## src/rtl/wash_pkg.sv

```systemverilog
// Shared types, phase durations and per-program helpers for the wash sequencer.
package wash_pkg;

  localparam int unsigned FILL_T  = 2;
  localparam int unsigned WASH_T  = 9;
  localparam int unsigned RINSE_T = 6;
  localparam int unsigned DRAIN_T = 2;
  localparam int unsigned SPIN_T  = 3;
  localparam int unsigned ADD_T   = 4;
  localparam int unsigned BUZZ_T  = 10;

  localparam int CNT_W = 7;

  localparam logic [CNT_W-1:0] FILL_D        = CNT_W'(FILL_T);
  localparam logic [CNT_W-1:0] WASH_D        = CNT_W'(WASH_T);
  localparam logic [CNT_W-1:0] RINSE_D       = CNT_W'(RINSE_T);
  localparam logic [CNT_W-1:0] DRAIN_D       = CNT_W'(DRAIN_T);
  localparam logic [CNT_W-1:0] SPIN_D        = CNT_W'(SPIN_T);
  localparam logic [CNT_W-1:0] ADD_D         = CNT_W'(ADD_T);
  localparam logic [CNT_W-1:0] BUZZ_D        = CNT_W'(BUZZ_T);
  localparam logic [CNT_W-1:0] WASH_STAGE_D  = CNT_W'(FILL_T + WASH_T + DRAIN_T);
  localparam logic [CNT_W-1:0] RINSE_STAGE_D = CNT_W'(FILL_T + RINSE_T + DRAIN_T);

  localparam logic [1:0] MODE_FULL       = 2'd0;
  localparam logic [1:0] MODE_WASH       = 2'd1;
  localparam logic [1:0] MODE_RINSE_SPIN = 2'd2;
  localparam logic [1:0] MODE_SPIN       = 2'd3;

  typedef enum logic [2:0] {
    ST_IDLE, ST_FILL, ST_AGITATE, ST_DRAIN, ST_SPIN, ST_HOLD, ST_DONE
  } state_t;

  typedef enum logic {STG_WASH, STG_RINSE} stage_t;

  typedef struct packed {
    logic wash;
    logic rinse;
    logic spin;
  } stage_mask_t;

  typedef struct packed {
    stage_mask_t      mask;
    logic [CNT_W-1:0] total;
  } mode_info_t;

  typedef struct packed {
    logic wash;
    logic dwash;
    logic dry;
    logic inwater;
    logic outwater;
  } lights_t;

  function automatic mode_info_t mode_info(input logic [1:0] mode);
    mode_info_t mi;
    mi = '0;
    case (mode)
      MODE_FULL:       mi.mask = 3'b111;
      MODE_WASH:       mi.mask = 3'b100;
      MODE_RINSE_SPIN: mi.mask = 3'b011;
      default:         mi.mask = 3'b001;
    endcase
    mi.total = (mi.mask.wash  ? WASH_STAGE_D  : '0)
             + (mi.mask.rinse ? RINSE_STAGE_D : '0)
             + (mi.mask.spin  ? SPIN_D        : '0);
    return mi;
  endfunction

  function automatic logic [CNT_W-1:0] phase_dur(input state_t st, input stage_t stg);
    case (st)
      ST_FILL:    return FILL_D;
      ST_AGITATE: return (stg == STG_WASH) ? WASH_D : RINSE_D;
      ST_DRAIN:   return DRAIN_D;
      ST_SPIN:    return SPIN_D;
      default:    return '0;
    endcase
  endfunction

endpackage

```

## src/rtl/phase_timer.sv

```systemverilog
// Loadable down counter with enable; stops at zero and flags the final tick.
module phase_timer
  import wash_pkg::*;
(
  input  logic             clk_1HZ,
  input  logic             reset,
  input  logic             load_i,
  input  logic [CNT_W-1:0] load_val_i,
  input  logic             en_i,
  output logic [CNT_W-1:0] count_o,
  output logic             last_o
);

  logic [CNT_W-1:0] count_q, count_d;

  always_comb begin
    count_d = count_q;
    if (load_i) begin
      count_d = load_val_i;
    end else if (en_i && (count_q != '0)) begin
      count_d = count_q - CNT_W'(1);
    end
  end

  always_ff @(posedge clk_1HZ or posedge reset) begin
    if (reset) count_q <= '0;
    else       count_q <= count_d;
  end

  assign count_o = count_q;
  assign last_o  = (count_q <= CNT_W'(1));

endmodule

```

## src/rtl/wash_sequencer.sv

```systemverilog
// Washing-program sequencer: IDLE, FILL/AGITATE/DRAIN (per stage), SPIN, HOLD (clothes add,
// resumes saved phase), DONE (buzzer then wait for power-off).
module wash_sequencer
  import wash_pkg::*;
(
  input  logic             clk_1HZ,
  input  logic             reset,
  input  logic             power_on,
  input  logic             run,
  input  logic             mode_sel,
  input  logic             clothes_add,
  output logic [1:0]       mode,
  output logic             wash_light,
  output logic             dwash_light,
  output logic             dry_light,
  output logic             inwater_light,
  output logic             outwater_light,
  output logic             buzzer_light,
  output logic [CNT_W-1:0] total_time,
  output logic [CNT_W-1:0] phase_time,
  output logic             done
);

  state_t           state_q, state_d, ret_q, ret_d, adv_state, start_state;
  stage_t           stage_q, stage_d, adv_stage, start_stage;
  logic [1:0]       mode_q, mode_d, idle_mode;
  logic [CNT_W-1:0] total_q, total_d;
  lights_t          lights_q, lights_d;
  mode_info_t       cur_info, idle_info;
  logic             ph_load, ph_en, ph_last, ax_load, ax_en, ax_last, can_hold;
  logic [CNT_W-1:0] ph_val, ph_cnt, ax_val, ax_cnt;

  assign idle_mode = (mode_sel && !run) ? mode_q + 2'd1 : mode_q;
  assign cur_info  = mode_info(mode_q);
  assign idle_info = mode_info(idle_mode);
  assign can_hold  = (stage_q == STG_WASH) && ((state_q == ST_FILL) || (state_q == ST_AGITATE));

  always_comb begin
    start_state = ST_FILL;
    start_stage = STG_WASH;
    if (!cur_info.mask.wash) begin
      if (cur_info.mask.rinse) start_stage = STG_RINSE;
      else                     start_state = ST_SPIN;
    end
  end

  always_comb begin
    adv_state = ST_DONE;
    adv_stage = stage_q;
    case (state_q)
      ST_FILL:    adv_state = ST_AGITATE;
      ST_AGITATE: adv_state = ST_DRAIN;
      ST_DRAIN: begin
        if ((stage_q == STG_WASH) && cur_info.mask.rinse) begin
          adv_state = ST_FILL;
          adv_stage = STG_RINSE;
        end else if (cur_info.mask.spin) begin
          adv_state = ST_SPIN;
        end
      end
      default:    adv_state = ST_DONE;
    endcase
  end

  always_comb begin
    state_d = state_q;
    stage_d = stage_q;
    ret_d   = ret_q;
    mode_d  = mode_q;
    total_d = total_q;
    ph_load = 1'b0;
    ph_val  = '0;
    ph_en   = 1'b0;
    ax_load = 1'b0;
    ax_val  = '0;
    ax_en   = 1'b0;
    if (!power_on) begin
      state_d = ST_IDLE;
      stage_d = STG_WASH;
      mode_d  = MODE_FULL;
      total_d = '0;
      ph_load = 1'b1;
      ax_load = 1'b1;
    end else begin
      case (state_q)
        ST_IDLE: begin
          mode_d  = idle_mode;
          total_d = idle_info.total;
          if (run) begin
            state_d = start_state;
            stage_d = start_stage;
            ph_load = 1'b1;
            ph_val  = phase_dur(start_state, start_stage);
          end
        end
        ST_FILL, ST_AGITATE, ST_DRAIN, ST_SPIN: begin
          if (run) begin
            if (clothes_add && can_hold) begin
              state_d = ST_HOLD;
              ret_d   = state_q;
              ax_load = 1'b1;
              ax_val  = ADD_D;
            end else begin
              total_d = (total_q != '0) ? total_q - CNT_W'(1) : '0;
              if (!ph_last) begin
                ph_en = 1'b1;
              end else begin
                state_d = adv_state;
                stage_d = adv_stage;
                ph_load = 1'b1;
                ph_val  = phase_dur(adv_state, adv_stage);
                if (adv_state == ST_DONE) begin
                  total_d = '0;
                  ax_load = 1'b1;
                  ax_val  = BUZZ_D;
                end
              end
            end
          end
        end
        ST_HOLD: begin
          if (run) begin
            if (!ax_last) begin
              ax_en = 1'b1;
            end else begin
              state_d = ret_q;
              ax_load = 1'b1;
            end
          end
        end
        ST_DONE: ax_en = 1'b1;
        default: state_d = ST_IDLE;
      endcase
    end
  end

  // Water lights follow run directly so a paused phase never leaves a valve or pump on.
  always_comb begin
    lights_d = '0;
    if (power_on) begin
      case (state_d)
        ST_IDLE: begin
          lights_d.wash  = idle_info.mask.wash;
          lights_d.dwash = idle_info.mask.rinse;
          lights_d.dry   = idle_info.mask.spin;
        end
        ST_FILL, ST_AGITATE, ST_DRAIN: begin
          lights_d.wash     = (stage_d == STG_WASH);
          lights_d.dwash    = (stage_d == STG_RINSE);
          lights_d.inwater  = run && (state_d == ST_FILL);
          lights_d.outwater = run && (state_d == ST_DRAIN);
        end
        ST_SPIN: begin
          lights_d.dry      = 1'b1;
          lights_d.outwater = run;
        end
        ST_HOLD: lights_d.wash = 1'b1;
        default: lights_d = '0;
      endcase
    end
  end

  always_ff @(posedge clk_1HZ or posedge reset) begin
    if (reset) begin
      state_q  <= ST_IDLE;
      stage_q  <= STG_WASH;
      ret_q    <= ST_IDLE;
      mode_q   <= MODE_FULL;
      total_q  <= '0;
      lights_q <= '0;
    end else begin
      state_q  <= state_d;
      stage_q  <= stage_d;
      ret_q    <= ret_d;
      mode_q   <= mode_d;
      total_q  <= total_d;
      lights_q <= lights_d;
    end
  end

  phase_timer u_phase (
    .clk_1HZ    (clk_1HZ),
    .reset      (reset),
    .load_i     (ph_load),
    .load_val_i (ph_val),
    .en_i       (ph_en),
    .count_o    (ph_cnt),
    .last_o     (ph_last)
  );

  // Shared between the clothes-add hold and the completion buzzer; never both active.
  phase_timer u_aux (
    .clk_1HZ    (clk_1HZ),
    .reset      (reset),
    .load_i     (ax_load),
    .load_val_i (ax_val),
    .en_i       (ax_en),
    .count_o    (ax_cnt),
    .last_o     (ax_last)
  );

  assign mode           = mode_q;
  assign wash_light     = lights_q.wash;
  assign dwash_light    = lights_q.dwash;
  assign dry_light      = lights_q.dry;
  assign inwater_light  = lights_q.inwater;
  assign outwater_light = lights_q.outwater;
  assign buzzer_light   = (state_q == ST_DONE) && (ax_cnt != '0);
  assign total_time     = total_q;
  assign phase_time     = ph_cnt;
  assign done           = (state_q == ST_DONE);

endmodule

```

## config.mk

```make
export PLATFORM = sky130hd
export DESIGN_NAME = wash_sequencer
export DESIGN_NICKNAME = d
export VERILOG_FILES = /design/src/rtl/wash_pkg.sv /design/src/rtl/phase_timer.sv /design/src/rtl/wash_sequencer.sv
export SDC_FILE = /design/constraint.sdc
export NUM_CORES = 1
export LEC_CHECK = 0
export ABC_CLOCK_PERIOD_IN_PS = 3100
export CORE_MARGIN = 1.5
export CORE_UTILIZATION = 45
export DETAILED_ROUTE_END_ITERATION = 7
export PLACE_DENSITY = 0.66
export REMOVE_ABC_BUFFERS = 1
export SYNTH_ARGS = -nofsm -noshare
export SYNTH_HDL_FRONTEND = slang
export SYNTH_HIERARCHICAL = 1
export SYNTH_SLANG_ARGS = --single-unit
```

## constraint.sdc

```tcl
create_clock -name clk_1HZ -period 3.1 [get_ports clk_1HZ]
set_clock_uncertainty 0.05 [all_clocks]
set_input_delay 0.775 -clock clk_1HZ [delete_from_list [all_inputs] [get_ports clk_1HZ]]
set_output_delay 0.775 -clock clk_1HZ [all_outputs]
set_load 0.005 [all_outputs]
```

* Yosys cells after proc, flatten, opt, wreduce, memory -nomap -nowiden
Index checks and enable logic that the tools add are counted.
** Operators by class
- Add/subtract/negate cells :: 6
- Order comparisons :: 2
- Equal/unequal tests :: 28
- Mux-type cells :: 87
- Bitwise logic cells :: 2
- Reduce and logical (&&, ||, !) cells :: 26
** Operators by type and width (count)
- $mux W7 :: 10
- $mux W4 :: 15
- $mux W1 :: 30
- $mux W3 :: 10
- $pmux W3 S3 :: 3
- $eq A3 B2 Y1 const B :: 8
- $eq A3 B3 Y1 const B :: 8
- $pmux W4 S3 :: 2
- $reduce_bool A7 Y1 :: 3
- $sub A7 B1 Y7 const B :: 3
- $le A7 B1 Y1 const B :: 2
- $pmux W1 S2 :: 7
- $pmux W7 S2 :: 1
- $eq A3 B1 Y1 const B :: 4
- $pmux W3 S4 :: 1
- $mux W2 :: 5
- $logic_and A1 B1 Y1 :: 9
- $pmux W4 S2 :: 1
- $add A5 B2 Y6 :: 1
- $logic_not A3 Y1 :: 2
- $ne A3 B3 Y1 const B :: 2
- $add A4 B4 Y5 :: 1
- $mux W5 :: 1
- $eq A2 B1 Y1 const B :: 2
- other kinds (15) :: 20
** Word-level totals
- Register bits :: 35
- Bits of input ports :: 6
- Output and inout bits :: 23
- Logic and storage cells :: 163

* Logic depth before layout (Yosys ltp)
Gate-level depths: netlist (run 1).
- Depth after elaboration :: 14
- Mapped depth :: 13
- Depth with buffers taken out :: 12

* Cells and area by module
Netlist (run 1), hierarchy kept.
** By module, submodules not included
- wash_sequencer :: times used 1, cells an instance 225, area each 1804.2 um^2, seq. area each 525.5 um^2
- phase_timer :: times used 2, cells an instance 59, area each 524.3 um^2, seq. area each 175.2 um^2

* Worst setup path after synthesis (run 1)
No wires, ideal clock.
- Path type :: register to register
- From :: reg u_phase.count_q[2] (netlist: u_phase/count_o[2])
- To :: reg u_aux.count_q[6] (netlist: u_aux/count_o[6])
- Library setup time :: 0.123 ns
- Data arrival time :: 2.491 ns
- Required time :: 2.927 ns
- Slack :: 0.436 ns
- Cell stages (with the launch flop) :: 13
- Buffers on the path :: 2
- Clock period less this slack :: 2.664 ns
- Path through :: dfrtp_1 -> nor4_1 -> o21ai_0 -> nor2_1 -> buf_2 -> o2111a_1 -> nand2b_1 -> a21oi_1 -> o21ai_0 -> buf_2 -> inv_1 -> o22ai_1 -> a21oi_1
** Between the ends
- Longest elaborated chain between the ends :: 7
- Elaborated cells on any way between the ends :: 8
- Those cells by class :: order compare (1); mux (6); reduce/logical (1)
** Ends and longest elaborated chain
- start, declared :: line phase_timer.sv:14 : logic [CNT_W-1:0] count_q, count_d;
- start signal, assigned :: line phase_timer.sv:27 : else count_q <= count_d;
- $le A7 B1 Y1 * :: line phase_timer.sv:31 : assign last_o = (count_q <= CNT_W'(1));
- named net ph_last :: line wash_sequencer.sv:30 : logic ph_load, ph_en, ph_last, ax_load, ax_en, ax_last, can_hold;
- $mux W1 * :: line wash_sequencer.sv:105 : if (!ph_last) begin
- $mux W1 * :: line wash_sequencer.sv:98 : if (clothes_add && can_hold) begin
- $mux W1 * :: line wash_sequencer.sv:97 : if (run) begin
- $pmux W1 S2 * :: line wash_sequencer.sv:85 : case (state_q)
- $mux W1 * :: line wash_sequencer.sv:77 : if (!power_on) begin
- named net ax_load :: line wash_sequencer.sv:30
- $mux W7 / $reduce_bool A2 Y1 (equally long branches)
- end signal, assigned :: line phase_timer.sv:27
- end, declared :: line phase_timer.sv:14
Mark *: on every way through the listed nets, which the timed path passes. The rest lies on a longest branch.
A chain may end at the register's enable or synchronous reset.

* Final worst setup path (run 1)
- From :: reg u_aux.count_q[2] (netlist: u_aux/count_o[2])
- To :: out buzzer_light
** Between the ends
- Longest elaborated chain between the ends :: 2
** Ends and longest elaborated chain
- $reduce_bool A7 Y1 :: line wash_sequencer.sv:208 : assign buzzer_light = (state_q == ST_DONE) && (ax_cnt != '0);
- $logic_and A1 B1 Y1 :: line wash_sequencer.sv:208
- end, declared :: line wash_sequencer.sv:18 : output logic buzzer_light,
No other way between the ends.

==> results.json, run 1 <==
{
  "die_w_um": 82.6,
  "path_class": "reg2out",
  "dieHeight_um": 82.6,
  "ys_seq_area_share_pct": 30.7,
  "power_density_nw_per_um2": 465,
  "clkTransAtPathRegs_ns": 0.08,
  "startpoint_type": "flip-flop",
  "root_buffer": "clkbuf_8",
  "grt.busiest_layer": "met2",
  "antenna_found_initial": 0,
  "fin_crit_sh_pct": 93.2,
  "routabilityCongestion": 0.910,
  "netlist_area_um2": 2850,
  "ys_types": 70,
  "use_met3_pct": 4.29,
  "route.detailed.drc": 0,
  "synthMostInstantiatedCell": "dfrtp_1",
  "grt_pass1_vias": 2464,
  "wire_per_inst_um": 15.5,
  "grtUsageMet2_pct": 36.4,
  "crit_path_end_kind": "output port",
  "final.min_clock_period_ns": 2.89,
  "stdcell_area_um2": 3450,
  "p_leak_nw": 1.45,
  "diodes": 0,
  "finalMaxSlewViolations": 0,
  "yosys.area.top_type": "dfrtp_1",
  "syn2layout_area_growth_pct": 20.9,
  "post_cts_buffers": 0,
  "clockBufferDepth": 2,
  "ys_dominant_reg_cell": "dfrtp_1",
  "grt_overflow_total": 0,
  "status": "completed",
  "netlist_top_cells_area": "dfrtp_1 (31%), ha_1 (7.0%), o21ai_0 (4.7%)",
  "dp_hpwl_um": 5430,
  "fmax_mhz": 346,
  "cts_hold_buf": 0,
  "cts_resized": 0,
  "cts_max_level": 2,
  "grt_max_degree": 22,
  "insertion_delay_ns": 0.29,
  "dieArea_um2": 6830,
  "final-setup-viol-count": 0,
  "cp.arrival_ns": 2.06,
  "layout-drive-gt1-share_pct": 12.3,
  "coreArea_um2": 6030,
  "finalHoldViolations": 0,
  "grt_pass1_wl_um": 12000,
  "vias": 2749,
  "drt_iter0_drc": 113,
  "track_usage_pct": 22.7,
  "wirelength_um": 7230,
  "grt_use_met1_pct": 31.3,
  "synth_edf_count": 0,
  "cts_tree": "yes",
  "ant_nets": 0,
  "synth_commonest_cells": "dfrtp_1 (35), nor2_1 (32), o21ai_0 (27)",
  "initial_core_util_pct": 47.3,
  "portBuffers": 28,
  "firstDrtPassIters": 4,
  "post_dp_cell_area_um2": 3310,
  "finalCoreUtilization_pct": 57.2,
  "io_pins": 29,
  "async_reset_ff_share_pct": 100,
  "cts_sinks": 35,
  "synth_cells": 343,
  "grt_setup_unrepaired": "false",
  "path_max_fanout": 9,
  "vias_per_cell": 5.90,
  "hold_class": "reg2reg",
  "required_ns": 2.27,
  "row_count": 28,
  "ir_worst_vdd_v": 0.000282,
  "yosysWarningCount": 6,
  "final_nets": 412,
  "numCtsBuffers": 5,
  "syn_area_per_cell_um2": 8.32,
  "synth_top_area_share_pct": 30.7,
  "cap_violations": 0,
  "ys_ff_latch": 35
}
layer usage:
layer,wire length [um],vias up
li1,-,1366
met1,3380,1293
met2,3420,78
met3,332,12
met4,88,0
met5,0,-
worst paths after layout:
| check | cells after the start | slack (ns) | from | end |
|---|---|---|---|---|
| hold / removal | 1 | 0.46 | ret_q[0]$_DFFE_PP0P_ | ret_q[0]$_DFFE_PP0P_ |
| min in group asynchronous | 2 | 0.72 | reset | u_aux/count_o[0]$_DFFE_PP0P_ |
| hold reg to reg | 1 | 0.46 | ret_q[0]$_DFFE_PP0P_ | ret_q[0]$_DFFE_PP0P_ |
| max in group asynchronous | 3 | 1.94 | reset | total_time[4]$_DFFE_PP0P_ |
| setup reg to reg | 10 | 0.28 | u_phase/count_o[2]$_DFFE_PP0P_ | u_aux/count_o[5]$_DFFE_PP0P_ |
| setup / recovery | 4 | 0.21 | u_aux/count_o[2]$_DFFE_PP0P_ | buzzer_light |
logic make-up (layout without fill, tap and decap cells):
| group | Yosys count | in the layout | synth area share, % |
|---|---|---|---|
| AOI/OAI and AO/OA | 105 | 105 | 25.5 |
| xor gates and xnor gates | 3 | 3 | 0.921 |
| adders and majority gates | 16 | 16 | 7.02 |
| buffers and inverters | 41 | 83 | 7.02 |
| DFF | 35 | 35 | 30.7 |
| muxes | 4 | 4 | 1.45 |
| other | 1 | 7 | 0.131 |
| and+or+nand+nor | 138 | 138 | 27.2 |
critical path, cell delays in order (launching register included):
cell             delay, ns
dfrtp_1               0.46
or4_1                 0.54
nor4_1                0.24
nor3_1                0.08
clkdlybuf4s50_1       0.45
stage by stage:
stage	hold WS [ns]	power (W)	std cells	setup TNS (ns)	setup slack (ns)
4_1_cts	0.470	0.00162	466	0	0.208
2_1_floorplan	0.415	0.000891	332	-0.297	-0.103
5_1_grt	0.483	0.00171	466	0	0.0145
3_5_place_dp	0.446	0.00110	458	0	0.104
6_report	0.465	0.00160	466	0	0.210
3_3_place_gp	0.446	0.00110	458	0	0.162
state kept, by name (all words and copies together) (netlist names):
name and count:
total_time 7, u_aux/count_o 7, u_phase/count_o 7, ret_q 3
state_q 3, mode 2, dry_light 1, dwash_light 1
inwater_light 1, outwater_light 1, stage_q 1, wash_light 1
power by group:
| group | switching, W | total, W | internal, W |
|---|---|---|---|
| Clock | 0.000184 | 0.000505 | 0.000321 |
| Combinational | 0.000269 | 0.000512 | 0.000244 |
| Sequential | 0.0000792 | 0.000585 | 0.000506 |
cell type report:
class | count | area, um2
clock buffer | 5 | 68.8
clock inverter | 3 | 67.6
fill | 566 | 2580
inverter | 24 | 90.1
multi-input combinational | 273 | 1800
sequential | 35 | 876
tap | 75 | 93.8
timing repair buffer | 51 | 453
layout by cell type (no fill, tap or decap), types with 7 or more instances in the layout:
cell type        count
dfrtp_1             35
nor2_1              32
clkdlybuf4s50_1     28
o21ai_0             27
nand2_1             25
inv_1               24
a21oi_1             24
buf_4               23
ha_1                16
nand3_1              9
nor3_1               9
nor2b_1              7
conb_1               7
Note: power is estimated with default switching activity, not from simulation.
==> run 2: changes to the inputs <==
SYNTH_HIERARCHICAL = default   (was 1)
==> run 2 against run 1 <==
  * Synthesized area down 6.8%
  * Clock-buffer cell count up 1
  * Utilization up 0.54 points
  * Cell area down 6.1%
  * Non-clock buffer count down 5
  * Critical path type unchanged
  * Highest routed layer unchanged
==> results.json, run 2 <==
{
  "status": "completed",
  "final-setup-viol-count": 0,
  "grt_max_degree": 36,
  "crit_family": "simple AND/OR/NAND/NOR gates",
  "final_nets": 377,
  "syn2layout_area_growth_pct": 21.8,
  "grt_setup_unrepaired": "false",
  "dieHeight_um": 79.9,
  "route.detailed.drc": 0,
  "path_class": "reg2out",
  "tightestPinTransition_ns": 0.610,
  "synth_top_area_share_pct": 32.9,
  "cts_resized": 0,
  "clockBufferDepth": 2,
  "cts_max_level": 2,
  "initial_core_util_pct": 47.4,
  "fmax_mhz": 370,
  "syn_area_per_cell_um2": 8.50,
  "fin_cells": 427,
  "yosys.area.top_type": "dfrtp_1",
  "final.min_clock_period_ns": 2.70,
  "ir_worst_vdd_v": 0.000389,
  "startpoint_type": "flip-flop",
  "root_buffer": "clkbuf_8",
  "fin_hold_ws_ns": 0.439,
  "row_count": 27,
  "fin_setup_tns_ns": 0,
  "diodes": 0,
  "dieArea_um2": 6380,
  "netlist_area_um2": 2660,
  "grt_overflow_total": 0,
  "netlist_top_cells_area": "dfrtp_1 (33%), ha_1 (8.0%), nor2_1 (4.4%)",
  "synth_commonest_cells": "dfrtp_1 (35), nor2_1 (31), inv_1 (21), o21ai_0 (21), nand2_1 (20)",
  "track_usage_pct": 23.7,
  "portBuffers": 28,
  "crit_path_end_kind": "output port",
  "yosysWarningCount": 0,
  "cp.arrival_ns": 1.88,
  "routabilityCongestion": 0.928,
  "max_stage_delay_ns": 0.51,
  "grt_pass1_wl_um": 11700,
  "crit_chain": "nor4_1 > a31oi_1 > clkdlybuf4s50_1",
  "vias_per_cell": 5.74,
  "die_w_um": 79.9,
  "drt_iter0_drc": 248,
  "vias": 2453,
  "placed_cells_incl_taps": 419,
  "ys_ff_latch": 35,
  "finalHoldViolations": 0,
  "post_cts_buffers": 0,
  "async_reset_ff_share_pct": 100,
  "wire_per_inst_um": 16.5,
  "clkTransAtPathRegs_ns": 0.07,
  "coreArea_um2": 5610,
  "p_leak_nw": 1.40,
  "slew_headroom_pct": 59.3,
  "required_ns": 2.27,
  "grt_pass1_vias": 2293,
  "hold_class": "reg2reg",
  "finalMaxSlewViolations": 0,
  "ys_seq_area_share_pct": 32.9,
  "cp_num_buf_inv": 1,
  "cap_violations": 0,
  "wirelength_um": 7030,
  "ant_nets": 0,
  "layout-drive-gt1-share_pct": 11.5,
  "antenna_found_initial": 0,
  "insertion_delay_ns": 0.29,
  "critPathSlowestCell": "nor4_1",
  "ys_types": 62,
  "numCtsBuffers": 5,
  "cts_hold_buf": 0,
  "path_max_fanout": 6,
  "cts_tree": "yes",
  "final_cell_mix": "dfrtp_1 (35), nor2_1 (31), clkdlybuf4s50_1 (28)",
  "final_common_cell": "dfrtp_1",
  "finalPower_w": 0.00260,
  "io_pins": 29,
  "num-fill-cells": 542,
  "firstDrtPassIters": 4,
  "fin_crit_sh_pct": 87.2,
  "power_density_nw_per_um2": 803,
  "synthMostInstantiatedCell": "dfrtp_1",
  "synth_cells": 313,
  "ys_dominant_reg_cell": "dfrtp_1",
  "synth_edf_count": 0,
  "cts_sinks": 35,
  "dp_hpwl_um": 5230
}
-- run 2: cell count changes in the layout (fill, tap and decap cells not counted), sizes merged, moves of 4 or more --
cell	previous run	this run
nand2	25	20
and3	4	8
xor2	1	8
a21oi	24	15
nand4	3	7
xnor2	2	7
a211o	4	0
conb	7	0
nand3	9	15
nand2b	6	2
or4	7	1
nor3b	6	2
buf	23	18
-- run 2: area by class of cell --
class / instances / area [um2] / share of cell area [%]
clock inverter: 2 / 35.0 / 1.08
timing repair buffer: 46 / 428 / 13.2
inverter: 21 / 78.8 / 2.43
clock buffer: 6 / 82.6 / 2.55
sequential: 35 / 876 / 27.0
multi-input combinational: 245 / 1650 / 50.9
tap: 72 / 90.1 / 2.78
-- run 2: path summary, 6_finish.rpt --
check / from / endpoint / slack [ns] / depth (start not counted)
worst min-delay path: ret_q[2]$_DFFE_PP0P_ / ret_q[2]$_DFFE_PP0P_ / 0.44 / 1
max in group asynchronous: reset / u_phase.count_o[2]$_DFFE_PP0P_ / 1.82 / 3
worst max-delay path: u_aux.count_o[2]$_DFFE_PP0P_ / buzzer_light / 0.40 / 3
min in group asynchronous: reset / inwater_light$_DFF_PP0_ / 0.85 / 3
worst max register to register: state_q[0]$_DFF_PP0_ / dwash_light$_DFF_PP0_ / 0.63 / 9
worst min register to register: ret_q[2]$_DFFE_PP0P_ / ret_q[2]$_DFFE_PP0P_ / 0.44 / 1
-- run 2: per-layer routing --
layer / vias up / wire length [um] / global-route usage [%]
met2: 69 / 3240 / 36.1
met5: - / 0 / 0
met3: 9 / 352 / 3.77
li1: 1215 / - / -
met1: 1160 / 3350 / 34.3
met4: 0 / 92 / 7.07
-- run 2: cell families (layout without fill, tap and decap cells) --
group	after synthesis	in the layout	share of synthesized area [%]
AND/OR/NAND/NOR	121	121	23.4
buffers and inverters	33	75	5.08
XOR/XNOR	15	15	4.94
multiplexers	2	2	0.753
AO/OA/AOI/OAI	89	89	24.5
flip-flops	35	35	32.9
adder cells (fa/ha/maj)	18	18	8.37
-- run 2: where the power goes --
| group | switching (W) | internal (W) |
|---|---|---|
| clock network | 0.000177 | 0.000260 |
| registers | 0.000137 | 0.000562 |
| logic | 0.000798 | 0.000666 |
| total | 0.00111 | 0.00149 |
-- run 2: per-stage QoR --
step | utilization [%] | area (um2) | worst slack [ns]
6_report | 57.8 | 3240 | 0.398
2_1_floorplan | - | 2600 | 0.672
4_1_cts | 57.8 | 3240 | 0.394
3_3_place_gp | 55.7 | 3120 | 0.134
3_5_place_dp | 55.7 | 3120 | 0.132
5_1_grt | 57.8 | 3240 | 0.260
==> run 3: changes to the inputs <==
ABC_AREA = 1   (was default)
==> run 3 against run 2 <==
  * Clock-buffer cell count up 2
  * Hold slack worse by 0.019 ns
  * Sequential power decreased by 3%
  * Non-clock buffer count shrank 13
  * Via count down 3.9%
  * Cell area down 7.3%
  * Die area down 5.4%
==> results.json, run 3 <==
{
  "status": "completed",
  "critPathSlowestCell": "clkdlybuf4s50_1",
  "ys_dominant_reg_cell": "dfrtp_1",
  "cp.arrival_ns": 1.99,
  "dieArea_um2": 6040,
  "reg2reg_slack_ns": 0.68,
  "clkTransAtPathRegs_ns": 0.07,
  "num-fill-cells": 537,
  "fin_setup_tns_ns": 0,
  "synthMostInstantiatedCell": "nand2_1",
  "grt_pass1_wl_um": 10000,
  "coreArea_um2": 5440,
  "netlist_area_um2": 2510,
  "yosys.area.top_type": "dfrtp_1",
  "syn_area_per_cell_um2": 7.03,
  "cts_tree": "yes",
  "cap_violations": 0,
  "multi_input_area_um2": 1390,
  "rr_worst_depth": 13,
  "initial_core_util_pct": 46.2,
  "reg2reg_from": "mode[0]$_DFFE_PP0P_",
  "wire_per_inst_um": 12.1,
  "finalMaxSlewViolations": 0,
  "hold_class": "reg2reg",
  "route.detailed.drc": 0,
  "routabilityCongestion": 0.928,
  "drt_iter0_drc": 133,
  "antenna_found_initial": 0,
  "grt_pass1_vias": 2199,
  "grt_setup_unrepaired": "false",
  "path_max_fanout": 7,
  "portBuffers": 28,
  "finalHoldViolations": 0,
  "final_common_cell": "nand2_1",
  "track_usage_pct": 20.9,
  "final.min_clock_period_ns": 2.82,
  "wirelength_um": 5650,
  "cts_sinks": 35,
  "hold_end": "ret_q[2]$_DFFE_PP0P_",
  "cts_hold_buf": 0,
  "yosysWarningCount": 0,
  "firstDrtPassIters": 4,
  "clockBufferDepth": 2,
  "hp-start": "ret_q[2]$_DFFE_PP0P_",
  "synth_edf_count": 0,
  "final-setup-viol-count": 0,
  "crit_top_cell": "inv_2",
  "r2r-end": "u_aux.count_o[1]$_DFFE_PP0P_",
  "crit_path_end_kind": "output port",
  "vias": 2357,
  "synth_commonest_cells": "nand2_1 (85), inv_1 (47), nor2_1 (38)",
  "ir_worst_vdd_v": 0.000391,
  "synth_cells": 357,
  "required_ns": 2.27,
  "synth_top_area_share_pct": 34.9,
  "io_pins": 29,
  "grt_overflow_total": 0,
  "cts_resized": 0,
  "layout-drive-gt1-share_pct": 10.4,
  "final_cell_mix": "nand2_1 (85), inv_1 (47), nor2_1 (38)",
  "ys_seq_area_share_pct": 34.9,
  "fin_crit_sh_pct": 90.8,
  "vias_per_cell": 5.06,
  "slew_headroom_pct": 65.4,
  "async_reset_ff_share_pct": 100,
  "fmax_mhz": 355,
  "whs_path_depth": 2,
  "row_count": 27,
  "ff_latch_area_um2": 876,
  "ys_types": 38,
  "grt_max_degree": 36,
  "netlist_top_cells_area": "dfrtp_1 (35%), nand2_1 (13%), ha_1 (8.5%)",
  "crit_chain": "inv_2 > nor3_2 > inv_2 > a31oi_1 > clkdlybuf4s50_1",
  "cts_max_level": 2,
  "post_cts_buffers": 0,
  "startpoint_type": "flip-flop",
  "dieHeight_um": 77.7,
  "die_w_um": 77.7,
  "diodes": 0,
  "syn2layout_area_growth_pct": 19.5,
  "max_stage_delay_ns": 0.55,
  "final_nets": 416,
  "path_class": "reg2out",
  "ys_ff_latch": 35,
  "numCtsBuffers": 5,
  "p_leak_nw": 1.51,
  "insertion_delay_ns": 0.29,
  "power_density_nw_per_um2": 786,
  "dp_hpwl_um": 4370,
  "tightestPinTransition_ns": 0.517,
  "root_buffer": "clkbuf_8",
  "ant_nets": 0,
  "finalPower_w": 0.00236
}
==> run 3: layout make-up <==
class / count / share of cell area [%]
flip-flops and latches: 35 / 29.2
clock buffers: 8 / 3.33
repair buffers: 33 / 10.6
well taps: 72 / 3.00
inverters: 60 / 7.50
multi-input cells: 258 / 46.4
==> run 3: worst max-delay path, delay by kind of cell (launching register included) <==
family / cells / cell delay [ns]
AND/OR/NAND/NOR: 1 / 0.27
AO/OA/AOI/OAI: 1 / 0.22
buffers and inverters: 3 / 0.72
flip-flops: 1 / 0.48
==> run 3: cells by family after synthesis <==
| logic type | share of synthesized area, % |
|---|---|
| AOI/OAI and AO/OA | 12.7 |
| xor gates and xnor gates | 2.44 |
| adders and majority gates | 8.47 |
| buffers and inverters | 9.67 |
| DFF | 34.9 |
| and+or+nand+nor | 31.9 |
==> run 3: power breakdown <==
part	switching, W	total [W]	internal (W)	leakage (nW)
logic	0.000792	0.00131	0.000517	0.995
registers	0.000108	0.000680	0.000572	0.467
clock network	0.000167	0.000370	0.000203	0.0515
total	0.00107	0.00236	0.00129	1.51
==> run 3: stage by stage <==
step                      hold slack (ns)  instance area [um2]  setup WS, ns  utilization [%]  cells
after CTS                           0.423                 3000         0.281             55.2    466
after detailed placement            0.406                 2900         0.387             53.3    458
after global routing                0.463                 3000         0.152             55.2    466
after floorplan                     0.386                 2490          1.03                -    353
after global placement              0.404                 2900         0.483             53.3    458
final                               0.420                 3000         0.284             55.2    466
==> run 3: how the worst max path moves through the flow <==
stage,from,end,slack [ns],cells after the start
after floorplan,run,total_time[2]$_DFFE_PP0P_,1.03,9
after global placement,run,total_time[2]$_DFFE_PP0P_,0.48,10
after detailed placement,clothes_add,u_phase.count_o[2]$_DFFE_PP0P_,0.39,12
after CTS,state_q[2]$_DFF_PP0_,buzzer_light,0.28,5
after global routing,state_q[2]$_DFF_PP0_,buzzer_light,0.15,5
final,state_q[2]$_DFF_PP0_,buzzer_light,0.28,5
==> run 3: routing by layer <==
layer | up-vias | wire length (um) | track usage, %
li1 | 1226 | - | -
met1 | 1072 | 2590 | 27.2
met2 | 49 | 2770 | 34.4
met3 | 10 | 181 | 3.18
met4 | 0 | 110 | 8.73
met5 | - | 0 | 0
